==> config.mk <==
export PLATFORM = sky130hd
export DESIGN_NAME = ysyx_23060332_lsu
export DESIGN_NICKNAME = d
export VERILOG_FILES = /design/src/rtl/ysyx_23060332_lsu.sv
export SDC_FILE = /design/constraint.sdc
export NUM_CORES = 1
export LEC_CHECK = 0
export BUFFER_PORTS_ARGS = -buffer_cell sky130_fd_sc_hd__clkbuf_2
export CAP_MARGIN = 20
export CORE_AREA = 2 2 115 117
export DETAILED_ROUTE_END_ITERATION = 6
export DIE_AREA = 0 0 117 119
export MAX_ROUTING_LAYER = met4
export PLACE_DENSITY = 0.76
export SETUP_SLACK_MARGIN = 0.5
export SLEW_MARGIN = 40
export SYNTH_ARGS = -nofsm -noshare
export SYNTH_HDL_FRONTEND = slang
export SYNTH_SLANG_ARGS = --single-unit
==> constraint.sdc <==
create_clock -name clk -period 3 [get_ports clk]
set_input_delay 0.45 -clock clk [delete_from_list [all_inputs] [get_ports clk]]
set_output_delay 0.45 -clock clk [all_outputs]
set_load 0.005 [all_outputs]
==> src/rtl/ysyx_23060332_lsu.sv <==
// Load/store unit: one outstanding bus access per request, load formatting and writeback pulse.
// Optional alignment checking is enabled by defining YSYX_23060332_LSU_MISALIGN_CHK_EN.
module ysyx_23060332_lsu #(
    parameter int AW = 32,
    parameter int DW = 32
) (
    input  logic          clk,
    input  logic          rst,
    input  logic          in_valid,
    input  logic          mem_ren,
    input  logic [AW-1:0] mem_raddr,
    input  logic          mem_wen,
    input  logic [AW-1:0] mem_waddr,
    input  logic [DW-1:0] mem_wdata,
    input  logic [7:0]    mem_wmask,
    input  logic [2:0]    ld_func3,
    output logic          in_ready,
    output logic          bus_req,
    output logic          bus_we,
    output logic [AW-1:0] bus_addr,
    output logic [DW-1:0] bus_wdata,
    output logic [3:0]    bus_wstrb,
    input  logic          bus_ack,
    input  logic [DW-1:0] bus_rdata,
    output logic          out_valid,
    output logic [DW-1:0] out_rdata,
    output logic          out_err,
    output logic          lsu_busy
);

    typedef enum logic [1:0] {IDLE, REQ, DONE} state_t;

    state_t        state;
    state_t        next_state;

    logic          accept;
    logic [AW-1:0] req_addr;
    logic [1:0]    req_off;
    logic [3:0]    store_strb;
    logic [DW-1:0] store_data;
    logic          misalign;

    logic [1:0]    off_q;
    logic [2:0]    func3_q;
    logic          load_q;
    logic [DW-1:0] shifted;
    logic [DW-1:0] load_data;
    logic          err_q;

    logic          unused_wmask;
    assign unused_wmask = &{1'b0, mem_wmask[7:4]};

    // A write always wins when both enables are set; the read is dropped.
    assign accept     = in_valid & (mem_ren | mem_wen);
    assign req_addr   = mem_wen ? mem_waddr : mem_raddr;
    assign req_off    = req_addr[1:0];
    assign store_strb = mem_wmask[3:0] << req_off;
    assign store_data = mem_wdata << {req_off, 3'b000};

`ifdef YSYX_23060332_LSU_MISALIGN_CHK_EN
    always_comb begin
        misalign = 1'b0;
        if (mem_wen) begin
            if (mem_wmask[3])
                misalign = (req_off != 2'b00);
            else if (mem_wmask[1])
                misalign = req_off[0];
        end else begin
            case (ld_func3[1:0])
                2'b00:   misalign = 1'b0;
                2'b01:   misalign = req_off[0];
                default: misalign = (req_off != 2'b00);
            endcase
        end
    end
    assign out_err = err_q;
`else
    assign misalign = 1'b0;
    assign out_err  = 1'b0;
`endif

    // Format the captured word: align to byte lane 0, then extend by access size.
    assign shifted = bus_rdata >> {off_q, 3'b000};
    always_comb begin
        load_data = shifted;
        case (func3_q)
            3'b000:  load_data = {{(DW-8){shifted[7]}}, shifted[7:0]};
            3'b001:  load_data = {{(DW-16){shifted[15]}}, shifted[15:0]};
            3'b100:  load_data = {{(DW-8){1'b0}}, shifted[7:0]};
            3'b101:  load_data = {{(DW-16){1'b0}}, shifted[15:0]};
            default: load_data = shifted;
        endcase
    end

    always_ff @(posedge clk or posedge rst) begin
        if (rst)
            state <= IDLE;
        else
            state <= next_state;
    end

    always_comb begin
        next_state = state;
        case (state)
            IDLE:    if (accept) next_state = misalign ? DONE : REQ;
            REQ:     if (bus_ack) next_state = DONE;
            DONE:    next_state = IDLE;
            default: next_state = IDLE;
        endcase
    end

    always_comb begin
        in_ready  = 1'b0;
        bus_req   = 1'b0;
        out_valid = 1'b0;
        lsu_busy  = 1'b0;
        case (state)
            IDLE:    in_ready = 1'b1;
            REQ:     begin bus_req = 1'b1; lsu_busy = 1'b1; end
            DONE:    begin out_valid = 1'b1; lsu_busy = 1'b1; end
            default: in_ready = 1'b1;
        endcase
    end

    // Bus fields stay frozen from accept through ack; result is captured on ack.
    always_ff @(posedge clk or posedge rst) begin
        if (rst) begin
            bus_we    <= 1'b0;
            bus_addr  <= '0;
            bus_wdata <= '0;
            bus_wstrb <= 4'b0000;
            off_q     <= 2'b00;
            func3_q   <= 3'b000;
            load_q    <= 1'b0;
            out_rdata <= '0;
            err_q     <= 1'b0;
        end else if (state == IDLE && accept) begin
            off_q   <= req_off;
            func3_q <= ld_func3;
            load_q  <= ~mem_wen;
            err_q   <= misalign;
            if (misalign) begin
                out_rdata <= '0;
            end else begin
                bus_addr  <= {req_addr[AW-1:2], 2'b00};
                bus_we    <= mem_wen;
                bus_wstrb <= mem_wen ? store_strb : 4'b0000;
                bus_wdata <= mem_wen ? store_data : '0;
            end
        end else if (state == REQ && bus_ack) begin
            out_rdata <= load_q ? load_data : '0;
            err_q     <= 1'b0;
        end
    end

endmodule

# [Word level (Yosys, flattened, before mapping)]
# Index checks and enable logic that the tools add are counted.
[word_totals] ram_bits=0 regBits=107 input_bits=145 output_inout_bits=106 romBits=0 n_memories=0 latchBits=0 elab_cells=42
[classes] muxes=12 mul=0 bitwise_logic=4 n_eq_ne=7 div_mod_pow=0 magnitude_cmp=0 addsub=0 shifts=3 n_reduce_logical=7
[op_table] op="$pmux 32 s4" count=1
[op_table] op="$mux 32" count=3
[op_table] op="$shl 32x5->32" count=1
[op_table] op="$shr 32x5->32" count=1
[op_table] op="$eq 3x3->1 const B" count=2
[op_table] op="$mux 1" count=4
[op_table] op="$mux 2" count=2
[op_table] op="$mux 4" count=1
[op_table] op="$ne 2x2->1 const B" count=2
[op_table] op="$pmux 2 s2" count=1
[op_table] op="$reduce_and 2->1" count=2
[op_table] op="$shl 4x2->4" count=1
[op_table] op="$eq 3x1->1 const B" count=1
[op_table] op="$logic_not 3->1" count=1
[op_table] op="$eq 2x1->1 const B" count=1
[op_table] op="$eq 2x2->1 const B" count=1
[op_table] op="$logic_and 1x1->1" count=2
[op_table] op="$logic_not 2->1" count=1
[op_table] op="$not 1->1" count=2
[op_table] op="$reduce_or 2->1" count=1
[op_table] op="$and 1x1->1" count=1
[op_table] op="$or 1x1->1" count=1

# [Logic depth before layout (Yosys ltp)]
# Gate-level depths: netlist of run 1.
[depth] word_depth=5 mapped_depth=8 depth_no_buf=6

# [Least setup slack after synthesis of run 1]
# No wires, ideal clock.
[synth_path] path_kind="register to register" start="register state[0]" end="register out_rdata[24]" setup_slack_ns=1.270 path_buffers=2 arrival_ns=1.664 setup_time_ns=0.067 required_ns=2.933 path_stages_with_launch=9 period_less_slack_ns=1.730 cell_sequence="dfrtp_1 -> inv_1 -> ha_1 -> o211ai_4 -> nand4_4 -> nor4bb_1 -> buf_2 -> buf_6 -> a221o_1"
[synth_between] elab_chain_len=4 word_cells_on_any_way=6 cone_classes="eq/ne (1); bitwise (1); reduce/logical (4)"
[synth_rtl] item="start, declared" line="33" text="state_t state;"
[synth_rtl] item="start signal, assigned" line="99" text="state <= next_state;"
[synth_rtl] item="$logic_not 2->1" line="137" text="end else if (state == IDLE && accept) begin"
[synth_rtl] item="$logic_and 1x1->1" line="137"
[synth_rtl] item="$not 1->1 (no source line)"
[synth_rtl] item="$reduce_and 2->1 (no source line) *"
[synth_rtl] item="end signal, assigned" line="151" text="out_rdata <= load_q ? load_data : '0;"
[synth_rtl] item="end, declared" line="26" text="output logic [DW-1:0] out_rdata,"
# Mark *: on every way between the ends. The rest lies on a longest branch, timed or not.
# A chain may end at the register's enable or synchronous reset.

# [Worst setup path in the final report of run 1]
[layout_path] start="register state[0]" end="register out_rdata[15]"
# The elaborated chain is that of the path after synthesis.

==> summary.txt, run 1 <==
Run status
  – Outcome: finished, final reports clean

Synthesis
  – Synth unique cells: 39
  – Yosys warnings: 0
  – Synth top area cells: dfrtp_1 (51%), mux2i_1 (9.3%), nand2_1 (7.3%), o21ai_0 (5.9%), mux2_2 (3.4%)
  – Register bit total from synthesis: around 110
  – Cell taking the most area after synthesis: dfrtp_1
  – Post-Synthesis Cells: 508
  – Post-Syn Area: approximately 5300 sq um
  – Sequential share of the synthesized area: between 50% and 60%
  – Top-area cell type share of the netlist area: roughly 51%
  – Avg Inst Size Synth: 10.4 sq um

Flow run
  – Max-cap viol count: 0

Clocking
  – Post-CTS Setup Bufs: 0
  – CTS Buffer Depth: 2
  – Hold Buf Count CTS: 0
  – Cts bufs inserted: 9
  – CTS tree: done
  – Sinks on Clock Net: around 110
  – Clk Latency, worst-skew pair: 0.35 ns
  – CTS root buf: clkbuf_16
  – Clk slew on worst S/H paths: around 0.070 ns
  – CTS resizes: 0
  – CTS H-tree lvls: 3

Floorplan
  – Die W: 117 um
  – Chip height: between 100 and 150 um
  – # rows: 42
  – Die area: between 10000 and 15000 sq um
  – Area of the core: 12900 sq um
  – Initial Utilization: between 40% and 50%
  – Ports: about 250

STA
  – Period utilisation layout: approximately three quarters
  – Max-slew headroom: a little under half
  – Final setup TNS: 0 ns
  – Hold WS: 0.150 ns
  – Slew @ Worst Pin: about 0.80 ns
  – Final setup vio count: 0
  – Final hold violations: 0
  – FMAX: 0.451 GHz
  – RSZ-0062 raised after global routing: false
  – Fin. max-slew vios: 0
  – Post-route minimum period: approximately 2.2 ns
  – Fin Clk Skew: 0.00716 ns

Routing
  – WL/cell: between 15 and 20 um
  – Drt first-iter violations: between 300 and 400
  – DR DRC count: 0
  – Vias per cell: around 5.3
  – Post-Route WL: roughly 15 mm
  – Post-DRT Antenna Nets: 0
  – Drt first pass iters: 7
  – Vias: a little under 5000

Worst setup path
  – Critical path required time: 3.22 ns
  – Worst EP arrival: between 2 and 2.5 ns
  – Critical-path top delay cell: nand3_1
  – CP top delay family: simple AND/OR/NAND/NOR gates
  – CP endpoint kind: flop
  – Worst-path cell chain: inv_1, ha_1, o211ai_4, nand3_1, buf_4, nand2_1, o21ai_0
  – Setup CP Type: reg -> reg
  – Crit path max fanout: 20
  – Startpoint types: flop
  – Slowest stage delay, CP: roughly 0.60 ns
  – Buffer and inverter count on the worst path: 2

Power and ir drop
  – Power per Cell Area: around 850 nW/um^2
  – Worst IR Drop VDD: 363 uV
  – Lkg Pwr: around 3.7 nW

Place
  – Routability cong.: 0.853
  – IO buf count: ~240
  – DP Wirelength: 11.1 mm

Final layout
  – Fin nets: about 880
  – P&R area growth vs syn: 31.3%
  – Diodes inserted: 0
  – Fill cells: roughly 1200
  – Share of cells above drive strength 1: between 30% and 40%

GRT
  – Vias in the first global route: approximately 4600
  – Grt total ovfl: 0
  – First-pass GRT wire length: 23.3 mm
  – Initial antenna violation count: 0
  – Largest net degree at the start of global routing: 105
  – Gr usage total: between 20% and 30%

Min path
  – Hold Crit Class: in -> async
-- cell families (layout without fill, tap and decap cells) --
group / after synthesis / count (layout) / synth area share, %
simple gates: 132 / 132 / 10.7
mux: 67 / 67 / 13.4
buf+inv: 46 / 273 / 4.30
compound gates: 150 / 150 / 19.4
other cells: 1 / 3 / 0.0713
flops: 107 / 107 / 50.9
fa+ha+maj: 5 / 5 / 1.19
-- report_power, final --
part / internal [mW] / switching [mW] / total (mW)
logic: 1.07 / 1.17 / 2.24
clock network: 0.687 / 0.535 / 1.22
registers: 2.03 / 0.371 / 2.40
total: 3.78 / 2.08 / 5.86
-- placed cells by master, fill, tap and decap left out, drive strengths merged, types with 3 or more instances in the layout --
| cell type | instances |
|---|---|
| conb | 3 |
| a21o | 9 |
| inv | 4 |
| dfrtp | 107 |
| a21oi | 17 |
| a221o | 16 |
| nand2 | 103 |
| a32oi | 9 |
| a31oi | 8 |
| o21ai | 62 |
| clkinvlp | 3 |
| nor2 | 14 |
| a221oi | 7 |
| mux2 | 16 |
| clkbuf | 254 |
| a22o | 18 |
| ha | 5 |
| mux2i | 50 |
| buf | 10 |
-- metal layers --
layer	vias to the layer above	global-route usage (%)	share of wire, %
li1	2278	-	-
met1	2307	27.6	42
met2	224	35.2	49
met3	25	4.38	7.1
met4	0	9.26	2.6
met5	-	-	0
-- worst paths after layout --
path | from | endpoint | slack [ns] | cells past startpoint
worst max-delay path | state[0] | out_rdata[15] | 0.78 | 7
worst min-delay path | rst | bus_wdata[7] | 0.15 | 2
worst max register to register | state[0] | out_rdata[15] | 0.78 | 7
worst min register to register | bus_addr[12] | bus_addr[12] | 0.48 | 2
max in group asynchronous | rst | bus_addr[30] | 2.09 | 3
min in group clk | ld_func3[0] | func3_q[0] | 0.29 | 3
-- stage by stage --
stage	cell area [sq um]	cells	total power, mW	worst slack, ns	utilization, %
floorplan	5270	510	3.65	1.26	-
finish	6910	913	5.86	0.782	53.7
detailed placement	6600	898	4.68	0.731	51.3
global placement	6600	898	4.62	0.783	51.3
CTS	6910	913	5.91	0.760	53.6
global route	6910	913	6.31	0.596	53.7
-- area by class of cell --
| cell class | count | area [sq um] | share of cell area, % |
|---|---|---|---|
| clock buffer | 11 | 253 | 3.66 |
| inverter | 5 | 22.5 | 0.326 |
| sequential | 107 | 2680 | 38.7 |
| multi-input combinational | 357 | 2380 | 34.4 |
| tap | 176 | 220 | 3.19 |
| timing repair buffer | 253 | 1310 | 18.9 |
| clock inverter | 4 | 50.0 | 0.724 |
-- synthesized netlist by cell type --
cell type,instances
a21o_1,9
a21oi_1,17
a221o_1,16
a221oi_1,7
a22o_1,18
a31oi_1,8
a32o_1,1
a32oi_1,9
and2_1,1
and3_1,1
and3b_1,1
and4b_1,2
buf_1,4
buf_2,13
buf_4,4
buf_6,3
clkbuf_1,17
conb_1,1
dfrtp_1,107
ha_1,5
inv_1,5
mux2_2,16
mux2i_1,49
mux2i_2,1
mux4_2,1
nand2_1,103
nand2b_1,2
nand3_1,2
nand3b_1,1
nand4_4,1
nor2_1,14
nor2b_1,1
nor3_2,1
nor3b_1,1
nor4bb_1,1
o211a_1,1
o211ai_1,1
o211ai_4,1
o21ai_0,62
-- flip-flops by register name, summed over array words and instances, names as in the netlist, 2 cells and up --
register,cells
bus_wdata,32
bus_wstrb,4
bus_addr,30
off_q,2
out_rdata,32
func3_q,3
state,2
Note: power is estimated with default switching activity, not from simulation.
==> run 2: changes to the inputs <==
CORE_AREA = 2 2 109 111   (was 2 2 115 117)
DIE_AREA = 0 0 111 113   (was 0 0 117 119)
PLACE_DENSITY = 0.8   (was 0.76)
clock period = 2.3 ns   (was 3 ns; I/O delays follow)
==> summary.txt, run 2 (same netlist as run 1, synthesis figures left out) <==
Power and ir drop
  – Lkg Pwr: 3.75 nW (+1.7%)
  – Power, Total: 7.68 mW (+31%)
  – Worst IR Drop VDD: 593 uV (+63%)
  – Power per Cell Area: 1100 nW/um^2 (+30%)

Final layout
  – Core Util, Final: 61.9% (+8.2 points)
  – Fin nets: 894 (+1.2%)
  – Multi-input logic area: 2420 sq um (+1.8%)
  – FF/Latch Area: 2680 sq um (unchanged)
  – P&R area growth vs syn: 32.5%
  – Commonest non-fill, non-tap cell in the layout: clkbuf_2
  – Largest regs: bus_wdata x32, out_rdata x32, bus_addr x30
  – Diodes inserted: 0 (unchanged)
  – Fin cells: 891 (-2.4%)
  – Fill cells: 954 (-19%)
  – Most frequent cells in the layout: clkbuf_2 (243), dfrtp_1 (107), nand2_1 (103)
  – Share of cells above drive strength 1: 41.3% (+1.6 points)

Routing
  – WL/cell: 17.8 um (+8.5%)
  – Vias per cell: 5.51 (+4.1%)
  – DR DRC count: 0 (unchanged)
  – Drt first-iter violations: 510 (+31%)
  – Post-Route WL: 15.9 mm (+5.9%)
  – Post-DRT Antenna Nets: 0 (unchanged)
  – Drt first pass iters: 5 (-2)
  – Vias: 4911 (+1.6%)

Place
  – Routability cong.: 0.946 (+11%)
  – DP Wirelength: 12.0 mm (+8.1%)
  – Pre-CTS setup slack: 0.304 ns (-0.427 ns)
  – Dpl cells: 871 (-3.0%)
  – IO buf count: 243 (unchanged)

GRT
  – Largest net degree at the start of global routing: 70 (-33%)
  – Initial antenna violation count: 0 (unchanged)
  – Grt total ovfl: 0 (unchanged)
  – Vias in the first global route: 4941 (+7.8%)
  – Gr usage total: 26.0% (+3.8 points)
  – First-pass GRT wire length: 24.9 mm (+6.7%)

Worst setup path
  – Critical path required time: 2.51 ns (-0.71 ns)
  – Crit path max fanout: 8 (-60%)
  – Buffer and inverter count on the worst path: 0 (-2)
  – CP top delay family: multiplexers
  – Worst EP arrival: 2.05 ns (-0.39 ns)
  – Startpoint types: flop
  – Critical-path top delay cell: mux4_2
  – Setup CP Type: reg -> reg
  – CP endpoint kind: flop
  – Slowest stage delay, CP: 0.56 ns (-0.04 ns)
  – Worst-path cell chain: mux4_2, and3b_2, a221oi_1, o21ai_0

Run status
  – Outcome: finished, final reports clean

Min path
  – Hold Crit Class: in -> async

STA
  – Final hold violations: 0 (unchanged)
  – Final setup TNS: 0 ns (unchanged)
  – Final WS setup: 0.462 ns (-0.320 ns)
  – Fin Clk Skew: 0.00870 ns (+0.00155 ns)
  – Max-slew headroom: 53.5% (+6.9 points)
  – Post-route minimum period: 1.84 ns (-0.380 ns)
  – RSZ-0062 raised after global routing: true
  – Fin. max-slew vios: 0 (unchanged)
  – Period utilisation layout: 79.9% (+6.0 points)
  – Final setup vio count: 0 (unchanged)
  – Slew @ Worst Pin: 0.696 ns (-0.102 ns)
  – FMAX: 0.544 GHz (+21%)

Clocking
  – CTS tree: done
  – Clk slew on worst S/H paths: 0.07 ns (about the same)
  – Hold Buf Count CTS: 0 (unchanged)
  – Clk Latency, worst-skew pair: 0.35 ns (about the same)
  – Cts bufs inserted: 9 (unchanged)
  – CTS Buffer Depth: 2 (unchanged)
  – CTS H-tree lvls: 3 (unchanged)
  – CTS root buf: clkbuf_16
  – Sinks on Clock Net: 107 (unchanged)

Floorplan
  – Die area: 12500 sq um (-9.9%)
  – Initial Utilization: 46.7% (+5.8 points)
  – # rows: 39 (-7.1%)
  – Area of the core: 11300 sq um (-12%)
  – Ports: 251 (unchanged)
  – Chip height: 113 um (-5.0%)
  – Die W: 111 um (-5.1%)

Flow run
  – Max-cap viol count: 0 (unchanged)
## run 2: repair_timing
action,4_1_cts,5_1_grt
endpoints found under the setup margin,44,66
pin swaps,2,2
setup buffers,1,3
gates cloned,1,0
resized for setup,8,10
## run 2: report_power, final
group,internal (mW),switching [mW]
sequential,2.64,0.500
combinational,1.49,1.64
clock,0.732,0.679
## run 2: worst reg2reg max path, cell delays in order, from the launching register on
cell and delay [ns]:
dfrtp_1 0.39, mux4_2 0.56, and3b_2 0.29, a221oi_1 0.33, o21ai_0 0.14
## run 2: through the flow
step           hold WS, ns  instance area (sq um)
6_report            0.0813                   6970
5_1_grt              0.111                   6970
4_1_cts             0.0819                   6910
3_5_place_dp         0.469                   6610
3_3_place_gp         0.453                   6610
2_1_floorplan        0.450                   5270
## run 2: path summary, 6_finish.rpt
path | start | to | slack [ns] | depth (start not counted)
worst max-delay path | off_q[1] | out_rdata[13] | 0.46 | 4
worst min-delay path | rst | bus_wstrb[0] | 0.08 | 2
worst max register to register | off_q[1] | out_rdata[13] | 0.46 | 4
worst min register to register | bus_wdata[22] | bus_wdata[22] | 0.48 | 1
max in group asynchronous | rst | out_rdata[17] | 1.52 | 3
min in group clk | ld_func3[2] | func3_q[2] | 0.19 | 3
## run 2: cell type report
cell class | count | area share [%]
Multi-Input combinational cell | 357 | 34.8
Inverter | 5 | 0.323
Timing Repair Buffer | 264 | 20.2
Tap cell | 143 | 2.57
Clock inverter | 4 | 0.395
Sequential cell | 107 | 38.4
Clock buffer | 11 | 3.34
## run 2: layer usage
metal,wire length (um),track usage [%],vias to the layer above,share of wire (%)
met2,7870,42.9,271,50
li1,-,-,2296,-
met4,408,10.8,0,2.6
met1,6200,30.6,2313,39
met5,0,-,-,0
met3,1380,6.64,31,8.7
